<file path="src/rtl/rcu_pkg.sv">
// Purpose: shared definitions for the reset request controller.
//   - rcu_state_e : sequencing FSM states
//   - CAUSE_*     : bit positions inside the cause_o flag vector
//   - CNT_W       : width of the debounce and sequencing counters
package rcu_pkg;

  localparam int CNT_W = 8;

  localparam int CAUSE_SW  = 0;
  localparam int CAUSE_WDT = 1;
  localparam int CAUSE_EXT = 2;

  typedef enum logic [1:0] {
    ST_IDLE,
    ST_REQ,
    ST_HOLD,
    ST_WAIT
  } rcu_state_e;

endpackage

</file>
<file path="src/rtl/rst_req_debounce.sv">
// Purpose: brings the asynchronous external reset pin into clk_i through a
// two-flop synchronizer and qualifies it with a saturating debounce counter.
// Ports:
//   clk_i         : system clock
//   rst_i         : asynchronous active-high reset
//   ext_rst_req_i : raw external reset request pin (asynchronous level)
//   ext_req       : high while the pin has been high for DEBOUNCE_CYCLES
//                   consecutive synchronized cycles
module rst_req_debounce
  import rcu_pkg::*;
#(
  parameter int unsigned DEBOUNCE_CYCLES = 8
) (
  input  logic clk_i,
  input  logic rst_i,
  input  logic ext_rst_req_i,
  output logic ext_req
);

  localparam logic [CNT_W-1:0] DEB_MAX = CNT_W'(DEBOUNCE_CYCLES);

  logic             sync1;
  logic             sync2;
  logic [CNT_W-1:0] deb_cnt;

  always_ff @(posedge clk_i or posedge rst_i) begin
    if (rst_i) begin
      sync1   <= 1'b0;
      sync2   <= 1'b0;
      deb_cnt <= '0;
    end else begin
      sync1 <= ext_rst_req_i;
      sync2 <= sync1;
      // any low cycle restarts qualification; the count parks at its limit
      if (!sync2)
        deb_cnt <= '0;
      else if (deb_cnt != DEB_MAX)
        deb_cnt <= deb_cnt + CNT_W'(1);
    end
  end

  assign ext_req = (deb_cnt == DEB_MAX);

endmodule

</file>
<file path="src/rtl/rst_req_ctrl.sv">
// Purpose: collects software, watchdog and external reset requests, performs
// a request/acknowledge handshake with the reset/clock unit, then drives a
// fixed-length system reset pulse. Records sticky cause and timeout flags.
// Ports:
//   clk_i, rst_i  : clock, asynchronous active-high reset
//   sw_rst_req_i  : software request, single-cycle pulse
//   wdt_rst_req_i : watchdog request, level
//   ext_rst_req_i : external pin request, asynchronous level
//   rst_ack_i     : acknowledge from the reset/clock unit, level
//   cause_clr_i   : pulse clearing cause_o and timeout_o
//   rst_req_o     : request to the reset/clock unit
//   rst_o         : system reset pulse, HOLD_CYCLES long
//   busy_o        : sequence in progress
//   cause_o       : sticky {ext, wdt, sw} cause flags
//   timeout_o     : sticky acknowledge-timeout flag
module rst_req_ctrl
  import rcu_pkg::*;
#(
  parameter int unsigned HOLD_CYCLES     = 16,
  parameter int unsigned DEBOUNCE_CYCLES = 8,
  parameter int unsigned ACK_TIMEOUT     = 64
) (
  input  logic       clk_i,
  input  logic       rst_i,
  input  logic       sw_rst_req_i,
  input  logic       wdt_rst_req_i,
  input  logic       ext_rst_req_i,
  input  logic       rst_ack_i,
  input  logic       cause_clr_i,
  output logic       rst_req_o,
  output logic       rst_o,
  output logic       busy_o,
  output logic [2:0] cause_o,
  output logic       timeout_o
);

  // Counters are loaded with N-1 and the phase ends on the cycle they read 0,
  // so each phase lasts exactly N cycles.
  localparam logic [CNT_W-1:0] ACK_LOAD  = CNT_W'(ACK_TIMEOUT - 1);
  localparam logic [CNT_W-1:0] HOLD_LOAD = CNT_W'(HOLD_CYCLES - 1);

  rcu_state_e       state_q, state_d;
  logic [CNT_W-1:0] cnt_q, cnt_d;
  logic             ext_req;
  logic             tmo_evt;
  logic [2:0]       req_vec;

  rst_req_debounce #(
    .DEBOUNCE_CYCLES(DEBOUNCE_CYCLES)
  ) u_debounce (
    .clk_i        (clk_i),
    .rst_i        (rst_i),
    .ext_rst_req_i(ext_rst_req_i),
    .ext_req      (ext_req)
  );

  always_comb begin
    req_vec            = '0;
    req_vec[CAUSE_SW]  = sw_rst_req_i;
    req_vec[CAUSE_WDT] = wdt_rst_req_i;
    req_vec[CAUSE_EXT] = ext_req;
  end

  always_comb begin
    state_d = state_q;
    cnt_d   = cnt_q;
    tmo_evt = 1'b0;
    case (state_q)
      ST_IDLE: begin
        if (|req_vec) begin
          state_d = ST_REQ;
          cnt_d   = ACK_LOAD;
        end
      end
      ST_REQ: begin
        if (rst_ack_i) begin
          state_d = ST_HOLD;
          cnt_d   = HOLD_LOAD;
        end else if (cnt_q == '0) begin
          tmo_evt = 1'b1;
          state_d = ST_HOLD;
          cnt_d   = HOLD_LOAD;
        end else begin
          cnt_d = cnt_q - CNT_W'(1);
        end
      end
      ST_HOLD: begin
        if (cnt_q == '0)
          state_d = ST_WAIT;
        else
          cnt_d = cnt_q - CNT_W'(1);
      end
      ST_WAIT: begin
        // a software pulse is deliberately ignored here; only level
        // requests and a lingering acknowledge keep the sequence parked
        if (!wdt_rst_req_i && !ext_req && !rst_ack_i)
          state_d = ST_IDLE;
      end
      default: state_d = ST_IDLE;
    endcase
  end

  always_ff @(posedge clk_i or posedge rst_i) begin
    if (rst_i) begin
      state_q   <= ST_IDLE;
      cnt_q     <= '0;
      rst_req_o <= 1'b0;
      rst_o     <= 1'b0;
      busy_o    <= 1'b0;
      cause_o   <= '0;
      timeout_o <= 1'b0;
    end else begin
      state_q   <= state_d;
      cnt_q     <= cnt_d;
      rst_req_o <= (state_d == ST_REQ);
      rst_o     <= (state_d == ST_HOLD);
      busy_o    <= (state_d != ST_IDLE);
      // new requests are OR-ed after the clear so a coincident set wins
      cause_o   <= (cause_clr_i ? 3'b000 : cause_o) | req_vec;
      timeout_o <= (cause_clr_i ? 1'b0 : timeout_o) | tmo_evt;
    end
  end

endmodule

</file>
<file path="config.mk">
export PLATFORM = sky130hd
export DESIGN_NAME = rst_req_ctrl
export DESIGN_NICKNAME = d
export VERILOG_FILES = /design/src/rtl/rcu_pkg.sv /design/src/rtl/rst_req_debounce.sv /design/src/rtl/rst_req_ctrl.sv
export SDC_FILE = /design/constraint.sdc
export NUM_CORES = 1
export LEC_CHECK = 0
export CORE_UTILIZATION = 30
export DETAILED_ROUTE_END_ITERATION = 8
export PLACE_DENSITY = 0.47
export SLEW_MARGIN = 20
export SYNTH_ARGS = -nofsm -noshare
export SYNTH_HDL_FRONTEND = slang
export SYNTH_SLANG_ARGS = --single-unit
</file>
<file path="constraint.sdc">
create_clock -name clk_i -period 2.75 [get_ports clk_i]
set_input_delay 0.275 -clock clk_i [delete_from_list [all_inputs] [get_ports clk_i]]
set_output_delay 0.275 -clock clk_i [all_outputs]
set_load 0.02 [all_outputs]
</file>
======== After elaboration in Yosys (flattened, before gate mapping) ========
Cells that the tools add are included.
word-level totals
  bits in registers ....................... 27
  input bits .............................. 7
operators by class
  reduce and logical (&&, ||, !) cells .... 11
  muxes and demuxes ....................... 18
  bitwise operators ....................... 2
  add/sub/neg operators ................... 2
  eq/ne operators ......................... 10
operators by type and width
  kind                   number
  $mux W8                6
  $pmux W8 S3            1
  $mux W2                5
  $add A8 B1 Y8 const B  1
  $eq A8 B4 Y1 const B   1
  $logic_not A8 Y1       1
  $ne A8 B4 Y1 const B   1
  $pmux W2 S4            1
  $sub A8 B1 Y8 const B  1
  $eq A2 B2 Y1 const B   3
  $ne A2 B2 Y1 const B   3
  $eq A2 B1 Y1 const B   2
  $mux W1                4
  $logic_not A1 Y1       3
  $mux W3                1
  $or A3 B3 Y3           1
  $reduce_and A3 Y1      1
  $reduce_bool A3 Y1     1
  $reduce_or A3 Y1       1
  $logic_and A1 B1 Y1    2
  $logic_not A2 Y1       1
  $reduce_bool A2 Y1     1
  $or A1 B1 Y1           1

======== Longest topological paths before layout ========
Gate-level depths: netlist (run 1).
  depth in word-level cells ............... 7
  mapped depth ............................ 8
  mapped depth without buffers ............ 7

======== Cells and area by module ========
A second synthesis (run 1) with hierarchy kept.
unflattened totals
  cells, all modules ...................... 153
  area, all modules ....................... 1547.7 µm²
modules (own cells, without submodules)
  module            area each (µm²)  instances  cells an instance
  rst_req_ctrl      1054.8           1          106
  rst_req_debounce  493.0            1          47

======== Worst setup path after synthesis (run 1) ========
Ideal clock, no wire load.
  kind .................................... register to register
  from .................................... register state_q[0]
  to ...................................... register cnt_q[7]
  data arrival time ....................... 1929 ps
  period minus slack after synthesis ...... 2050 ps
  required time ........................... 2629 ps
  stages on the path, launching flop included .. 8
  buffers on the path ..................... 0
  slack ................................... 700 ps
  cell sequence ........................... dfrtp_1 -> inv_1 -> ha_1 -> or4_1 -> o221ai_2 -> nor2_1 -> a21bo_2 -> a22o_1
between the ends
  word-level cells in the longest chain between the ends .. 3
  elaborated cells between the ends (all ways) .. 8
  classes of those cells .................. 4 x eq/ne; 1 x mux; 3 x reduce/logical
ends and longest elaborated chain
  what                                                                        line                 text
  start: declaration                                                          rst_req_ctrl.sv:42   rcu_state_e state_q, state_d;
  start signal: assignment                                                    rst_req_ctrl.sv:113  state_q <= state_d;
  $eq A2 B2 Y1 (tied with other cells)                                        rst_req_ctrl.sv:68   case (state_q)
  $ne A2 B2 Y1 (no source line) / $reduce_bool A3 Y1 (equally long branches)  n/a
  $reduce_and A3 Y1 (no source line)                                          n/a
  end signal: assignment                                                      rst_req_ctrl.sv:114  cnt_q <= cnt_d;
  end: declaration                                                            rst_req_ctrl.sv:43   logic [CNT_W-1:0] cnt_q, cnt_d;
Parallel ways exist; a longest one is shown, timed or not.
A chain may end at the register's enable or synchronous reset.

======== Worst setup path in the final report (run 1) ========
  from .................................... register u_debounce.deb_cnt[0]
  to ...................................... register cnt_q[7]
between the ends
  word-level cells in the longest chain between the ends .. 4
ends and longest elaborated chain
  what                                line                    text
  start: declaration                  rst_req_debounce.sv:24  logic [CNT_W-1:0] deb_cnt;
  start signal: assignment            rst_req_debounce.sv:38  deb_cnt <= deb_cnt + CNT_W'(1);
  $eq A8 B4 Y1                        rst_req_debounce.sv:42  assign ext_req = (deb_cnt == DEB_MAX);
  $reduce_or A3 Y1                    rst_req_ctrl.sv:70      if (|req_vec) begin
  $ne A2 B2 Y1 (no source line)       n/a
  $reduce_and A3 Y1 (no source line)  n/a
No other way between the ends.

==> impl_metrics.py, run 1 <==
metrics = {
    "yosys": {
        "yosysMostFrequentCell": "dfrtp_1",
        "yosysWarnings": 0,
        "synth_cell_types": 42,
        "synth_commonest_cells": "dfrtp_1 (27), inv_1 (12), and2_1 (9)",
        "ys_seq_area_share_pct": 46.3,
        "postSynthAreaPerCell_um2": 10.6,
        "mappedNetlistNets": 153,
        "async_flop_share_pct": 100,
        "synth_edf_count": 0,
        "ys.flop_type": "dfrtp_1",
        "synth_area_leader_cell": "dfrtp_1",
        "synth_top_area_share_pct": 46.3,
        "yosys_register_bits": 27,
        "syn_inst": 138,
        "synth_area_leaders": "dfrtp_1 (46%), ha_1 (6.9%), and2_1 (3.9%)",
        "netlist_area_um2": 1460,
    },
    "pwr": {
        "p_sw_share_pct": 38.6,
        "power_frac_seq_pct": 38.7,
        "pwr-share-clk_pct": 15.8,
        "comb_power_share_pct": 45.5,
        "p_sw_uw": 578,
        "peakVddDrop_mv": 0.425,
        "internal-power_uw": 920,
        "cellPowerDensity_nw_per_um2": 880,
        "leakage_uw": 0.000752,
    },
    "drt": {
        "route.detailed.drc": 0,
        "avgViaCountPerCell": 5.02,
        "num_vias": 1050,
        "wl_mm": 2.93,
        "first_pass_iters": 4,
        "ant_nets": 0,
        "avgRoutedWirePerCell_um": 14.0,
        "drtIter0Drc": 45,
    },
    "finish": {
        "diodes": 0,
        "finalInstanceArea_um2": 1700,
        "area_delta_synth_final_pct": 16.6,
        "drive_gt1_share_pct": 9.03,
        "fin_nets": 171,
        "fill_cells": 478,
    },
    "floorplanning": {
        "die_area_um2": 5150,
        "coreArea_um2": 4690,
        "io_pins": 14,
        "start_util_pct": 31.1,
        "chipWidth_um": 71.8,
        "num_rows": 25,
        "die_h_um": 71.8,
    },
    "clocking": {
        "hold_buffers": 0,
        "htreeDepth": 1,
        "clk_pin_slew_ps": 100,
        "clockRootBuffer": "clkbuf_8",
        "ctsResizeCount": 0,
        "clk_latency_ps": 280,
        "clkSinkCount": 27,
        "clockBufferDepth": 2,
        "cts_tree": "built",
        "cts_setup_buffers": 0,
        "cts-buffers-inserted": 3,
    },
    "timing": {
        "hold_viol": 0,
        "worst_slack_ps": 288,
        "final.period_utilization_pct": 89.5,
        "rsz0062_at_grt": "false",
        "tightest_slew_ps": 916,
        "slew_violations": 0,
        "finClkSkew_ps": 10.3,
        "setup_viol": 0,
        "period_needed_ps": 2460,
        "tns_ps": 0,
        "slew_headroom_pct": 38.9,
        "max_freq_mhz": 406,
    },
    "critical_path": {
        "crit_arrival_ps": 2630,
        "slowest_stage": "a221oi_2",
        "crit_buf_inv": 1,
        "crit_type": "flip-flop to flip-flop",
        "crit_chain": "inv_1 > ha_1 > and4bb_1 > a21oi_1 > a221oi_2 > a21bo_2 > a22o_1",
        "end_kind": "flip-flop",
        "cpPeakStageDelay_ps": 810,
        "worst-path-max-fanout": 16,
        "start_kind": "flip-flop",
        "critPathRequiredTime_ps": 2920,
        "crit_family": "compound AO/OA/AOI/OAI gates",
    },
    "global_routing": {
        "grt_max_degree": 28,
        "grt_usage_pct": 12.7,
        "gr-total-overflow": 0,
        "grt_pass1_vias": 1039,
        "antenna_found_initial": 0,
        "grt_pass1_wl_mm": 5.07,
    },
    "place": {
        "dp_hpwl_mm": 2.06,
        "port_buffers": 13,
        "placed_area_um2": 1650,
        "gp_congestion": 0.820,
        "place_ws_ps": 285,
    },
    "min_path": {
        "hold_class": "input pin to async pin",
    },
    "flow_run": {
        "drv_cap": 0,
    },
    "outcome": {
        "outcome": "finished, final reports clean",
    },
}
-- layout make-up --
class,count,area [µm²],share of cell area [%]
Timing Repair Buffer,14,138,8.08
Clock buffer,3,41.3,2.42
Clock inverter,1,7.51,0.441
Sequential cell,27,676,39.7
Inverter,12,45.0,2.65
Tap cell,54,67.6,3.97
Multi-Input combinational cell,98,728,42.8
-- cell usage in the layout, fill, tap and decap left out, drive strengths merged, types with 3 or more instances in the layout --
| cell type | n |
|---|---|
| inv | 12 |
| ha | 8 |
| o211ai | 3 |
| a22o | 5 |
| nand2 | 8 |
| nor2 | 8 |
| nand2b | 3 |
| xnor2 | 5 |
| dfrtp | 27 |
| and2 | 10 |
| nand3 | 6 |
| o21ai | 8 |
| nor3 | 3 |
| clkbuf | 3 |
| clkdlybuf4s50 | 13 |
| and3 | 3 |
-- per-layer routing --
layer  up-vias  routed length, µm  part of all wire, %  global-route usage, %
met1       508               1470                   50                   17.3
met2        11               1370                   47                   20.2
li1        529                  -                    -                      -
met4         0                 25                 0.85                   3.27
met3         2                 60                  2.1                   3.38
met5         -                  0                    0                      0
-- metrics by stage --
stage | std cells | total power, µW | utilization, % | hold slack, ps
floorplan | 138 | 1100 | - | 306
global placement | 205 | 1250 | 35.3 | 333
detailed placement | 205 | 1260 | 35.3 | 337
CTS | 209 | 1520 | 36.3 | 349
global route | 209 | 1630 | 36.3 | 379
finish | 209 | 1500 | 36.3 | 346
-- flip-flops by register name, indices dropped and copies added, names as in the netlist --
signal and flops:
u_debounce.sync1 1, cause_o 3, state_q 2, rst_o 1, u_debounce.sync2 1, u_debounce.deb_cnt 8
rst_req_o 1, busy_o 1, cnt_q 8, timeout_o 1
-- worst reg2reg max path: stages (launching register included) --
cell and delay, ps:
dfrtp_1 400, inv_1 100, ha_1 140, and4bb_1 230, a21oi_1 140, a221oi_2 810, a21bo_2 300, a22o_1 220
-- cell families (layout without fill, tap and decap cells) --
kind of cell,count (synthesis),in the layout,synth area share [%]
compound gates,34,34,18.1
simple gates,49,49,20.7
xor+xnor,6,6,3.60
flops,27,27,46.3
mux,1,1,0.686
buf+inv,13,30,3.86
fa+ha+maj,8,8,6.86
-- final timing paths --
kind | start | endpoint | slack (ps) | depth (start not counted)
max | u_debounce.deb_cnt[0]$_DFFE_PP0P_ | cnt_q[7]$_DFFE_PP0P_ | 290 | 7
min | rst_i | u_debounce.deb_cnt[7]$_DFFE_PP0P_ | 350 | 3
max reg2reg | u_debounce.deb_cnt[0]$_DFFE_PP0P_ | cnt_q[7]$_DFFE_PP0P_ | 290 | 7
min reg2reg | u_debounce.sync1$_DFF_PP0_ | u_debounce.sync2$_DFF_PP0_ | 350 | 0
max in group asynchronous | rst_i | state_q[0]$_DFF_PP0_ | 2130 | 3
min in group clk_i | u_debounce.sync1$_DFF_PP0_ | u_debounce.sync2$_DFF_PP0_ | 350 | 0
-- power groups by stage --
stage / clock (µW) / sequential [µW] / combinational, µW
floorplan: 0 / 593 / 504
CTS: 251 / 579 / 691
detailed placement: 0 / 585 / 678
finish: 236 / 580 / 682
global placement: 0 / 583 / 665
global route: 262 / 595 / 773
Power figures use the tool's default switching activity.
==> inputs of run 2 (changes only) <==
--- a/config.mk
+++ b/config.mk
@@ -5,10 +5,11 @@
 export SDC_FILE = /design/constraint.sdc
 export NUM_CORES = 1
 export LEC_CHECK = 0
+export ABC_AREA = 1
+export CORE_ASPECT_RATIO = 0.75
 export CORE_UTILIZATION = 30
 export DETAILED_ROUTE_END_ITERATION = 8
 export PLACE_DENSITY = 0.47
-export SLEW_MARGIN = 20
 export SYNTH_ARGS = -nofsm -noshare
 export SYNTH_HDL_FRONTEND = slang
 export SYNTH_SLANG_ARGS = --single-unit
==> impl_metrics.py, run 2 <==
metrics = {
    "outcome": {
        "outcome": "finished with violations",
        "violations": "DRC",
    },
    "drt": {
        "wl_mm": 3.08,
        "avgRoutedWirePerCell_um": 11.5,
        "route.detailed.drc": 3,
        "ant_nets": 0,
        "first_pass_iters": 6,
        "drtIter0Drc": 83,
        "num_vias": 1165,
        "avgViaCountPerCell": 4.36,
    },
    "global_routing": {
        "grt_pass1_vias": 1143,
        "antenna_found_initial": 0,
        "grt_usage_pct": 13.0,
        "grtUsageMet1_pct": 19.9,
        "grt_max_degree": 28,
        "grt_use_met2_pct": 17.7,
        "grt_busiest_layer": "met1",
        "gr-total-overflow": 0,
        "grt_pass1_wl_mm": 5.51,
        "met3_usage_pct": 3.88,
    },
    "pwr": {
        "cellPowerDensity_nw_per_um2": 830,
        "p_sw_share_pct": 42.4,
        "leakage_uw": 0.000891,
        "peakVddDrop_mv": 0.303,
        "internal-power_uw": 851,
        "p_sw_uw": 628,
        "pwr-share-clk_pct": 15.8,
        "power_frac_seq_pct": 37.0,
        "comb_power_share_pct": 47.2,
    },
    "clocking": {
        "clockRootBuffer": "clkbuf_8",
        "clk_latency_ps": 270,
        "clkSinkCount": 27,
        "clk_pin_slew_ps": 100,
        "cts-buffers-inserted": 3,
        "htreeDepth": 1,
        "ctsResizeCount": 0,
        "clockBufferDepth": 2,
        "cts_tree": "built",
        "hold_buffers": 0,
        "cts_setup_buffers": 0,
    },
    "yosys": {
        "yosys_register_bits": 27,
        "async_flop_share_pct": 100,
        "syn_inst": 191,
        "ys_seq_area_share_pct": 43.9,
        "synth_edf_count": 0,
        "synth_area_leader_cell": "dfrtp_1",
        "synth_cell_types": 27,
        "postSynthAreaPerCell_um2": 8.06,
        "yosysMostFrequentCell": "nand2_1",
        "yosysWarnings": 0,
        "ys.flop_type": "dfrtp_1",
        "netlist_area_um2": 1540,
        "synth_top_area_share_pct": 43.9,
        "synth_commonest_cells": "nand2_1 (37), inv_1 (31), dfrtp_1 (27)",
        "mappedNetlistNets": 206,
        "synth_area_leaders": "dfrtp_1 (44%), nand2_1 (9.0%), inv_1 (7.6%)",
    },
    "floorplanning": {
        "die_area_um2": 5420,
        "num_rows": 22,
        "chipWidth_um": 84.7,
        "die_h_um": 64.0,
        "start_util_pct": 31.4,
        "coreArea_um2": 4900,
        "io_pins": 14,
    },
    "critical_path": {
        "rr_worst_depth": 8,
        "timing.rr.end": "cnt_q[6]$_DFFE_PP0P_",
        "crit_chain": "inv_1 > ha_1 > nand4_1 > nand2_1 > nor2_4 > nand2_1 > nand2_1 > inv_1",
        "end_kind": "flip-flop",
        "start_kind": "flip-flop",
        "slowest_stage": "dfrtp_1",
        "crit_buf_inv": 2,
        "worst-path-max-fanout": 13,
        "cpPeakStageDelay_ps": 470,
        "critPathRequiredTime_ps": 2930,
        "crit_type": "flip-flop to flip-flop",
        "crit_family": "simple AND/OR/NAND/NOR gates",
        "r2r-start": "state_q[0]$_DFF_PP0_",
        "crit_top_cell": "nand2_1",
        "crit_arrival_ps": 1940,
        "rrSetupSlack_ps": 990,
        "crit_cells": 8,
    },
    "place": {
        "dp.cells": 263,
        "dp_hpwl_mm": 2.27,
        "port_buffers": 13,
        "gp_congestion": 0.773,
        "place_ws_ps": 1020,
    },
    "finish": {
        "drive_gt1_share_pct": 10.1,
        "final_cell_mix": "nand2_1 (37), inv_1 (31), dfrtp_1 (27), a21oi_1 (16)",
        "reg.largest.list": "cnt_q x8, u_debounce.deb_cnt x8, cause_o x3",
        "final_common_cell": "nand2_1",
        "fin_nets": 223,
        "area_delta_synth_final_pct": 15.8,
        "final_cells": 267,
        "diodes": 0,
    },
    "timing": {
        "slew_headroom_pct": 75.8,
        "rsz0062_at_grt": "false",
        "final.period_utilization_pct": 63.9,
        "max_freq_mhz": 569,
        "hold-worst-slack_ps": 354,
        "setup_viol": 0,
        "finClkSkew_ps": 3.35,
        "worst_slack_ps": 992,
        "slew_violations": 0,
        "period_needed_ps": 1760,
        "tightest_slew_ps": 363,
        "hold_viol": 0,
        "tns_ps": 0,
    },
    "min_path": {
        "hold_class": "input pin to async pin",
    },
    "flow_run": {
        "drv_cap": 0,
    },
}
-- run 2: final cells by class --
type | count | area, µm²
Tap cell | 60 | 75.1
Timing Repair Buffer | 14 | 138
Inverter | 37 | 139
Sequential cell | 27 | 676
Clock buffer | 4 | 45.0
Fill cell | 541 | 3120
Multi-Input combinational cell | 125 | 709
-- run 2: worst max path at each step --
stage	from	slack [ps]	end
detailed placement	state_q[0]$_DFF_PP0_	1020	cnt_q[7]$_DFFE_PP0P_
floorplan	state_q[0]$_DFF_PP0_	1190	busy_o$_DFF_PP0_
CTS	state_q[0]$_DFF_PP0_	1000	cnt_q[6]$_DFFE_PP0P_
global placement	state_q[0]$_DFF_PP0_	970	cnt_q[6]$_DFFE_PP0P_
finish	state_q[0]$_DFF_PP0_	990	cnt_q[6]$_DFFE_PP0P_
global route	state_q[0]$_DFF_PP0_	750	busy_o$_DFF_PP0_
-- run 2: worst reg2reg max path, delay by kind of cell, from the launching register on --
kind / cells / cell delay (ps)
buffers and inverters: 2 / 160
and+or+nand+nor: 5 / 720
DFF: 1 / 470
adders and majority gates: 1 / 320
-- run 2: metal layers --
layer  part of all wire, %  vias to the layer above
met1                    58                      513
met3                   4.0                        2
met2                    37                       15
met4                  0.97                        0
li1                      -                      635
met5                     0                        -
-- run 2: power groups by stage --
stage                     sequential [µW]  combinational, µW  clock [µW]
after floorplan                       574                506           0
after global placement                559                704           0
after detailed placement              556                696           0
after CTS                             548                705         246
after global routing                  557                807         264
final                                 548                698         233
-- run 2: kinds of logic after synthesis --
kind of cell	count (synthesis)	synth area share [%]
AOI/OAI and AO/OA	37	13.3
xor gates and xnor gates	3	1.71
adders and majority gates	8	6.50
buffers and inverters	39	10.0
DFF	27	43.9
and+or+nand+nor	77	24.6
-- run 2: stage by stage --
step	area [µm²]	util [%]	total power [µW]
after floorplan	1540	-	1080
after global placement	1740	35.4	1260
after detailed placement	1740	35.4	1250
after CTS	1780	36.4	1500
after global routing	1780	36.4	1630
final	1780	36.4	1480
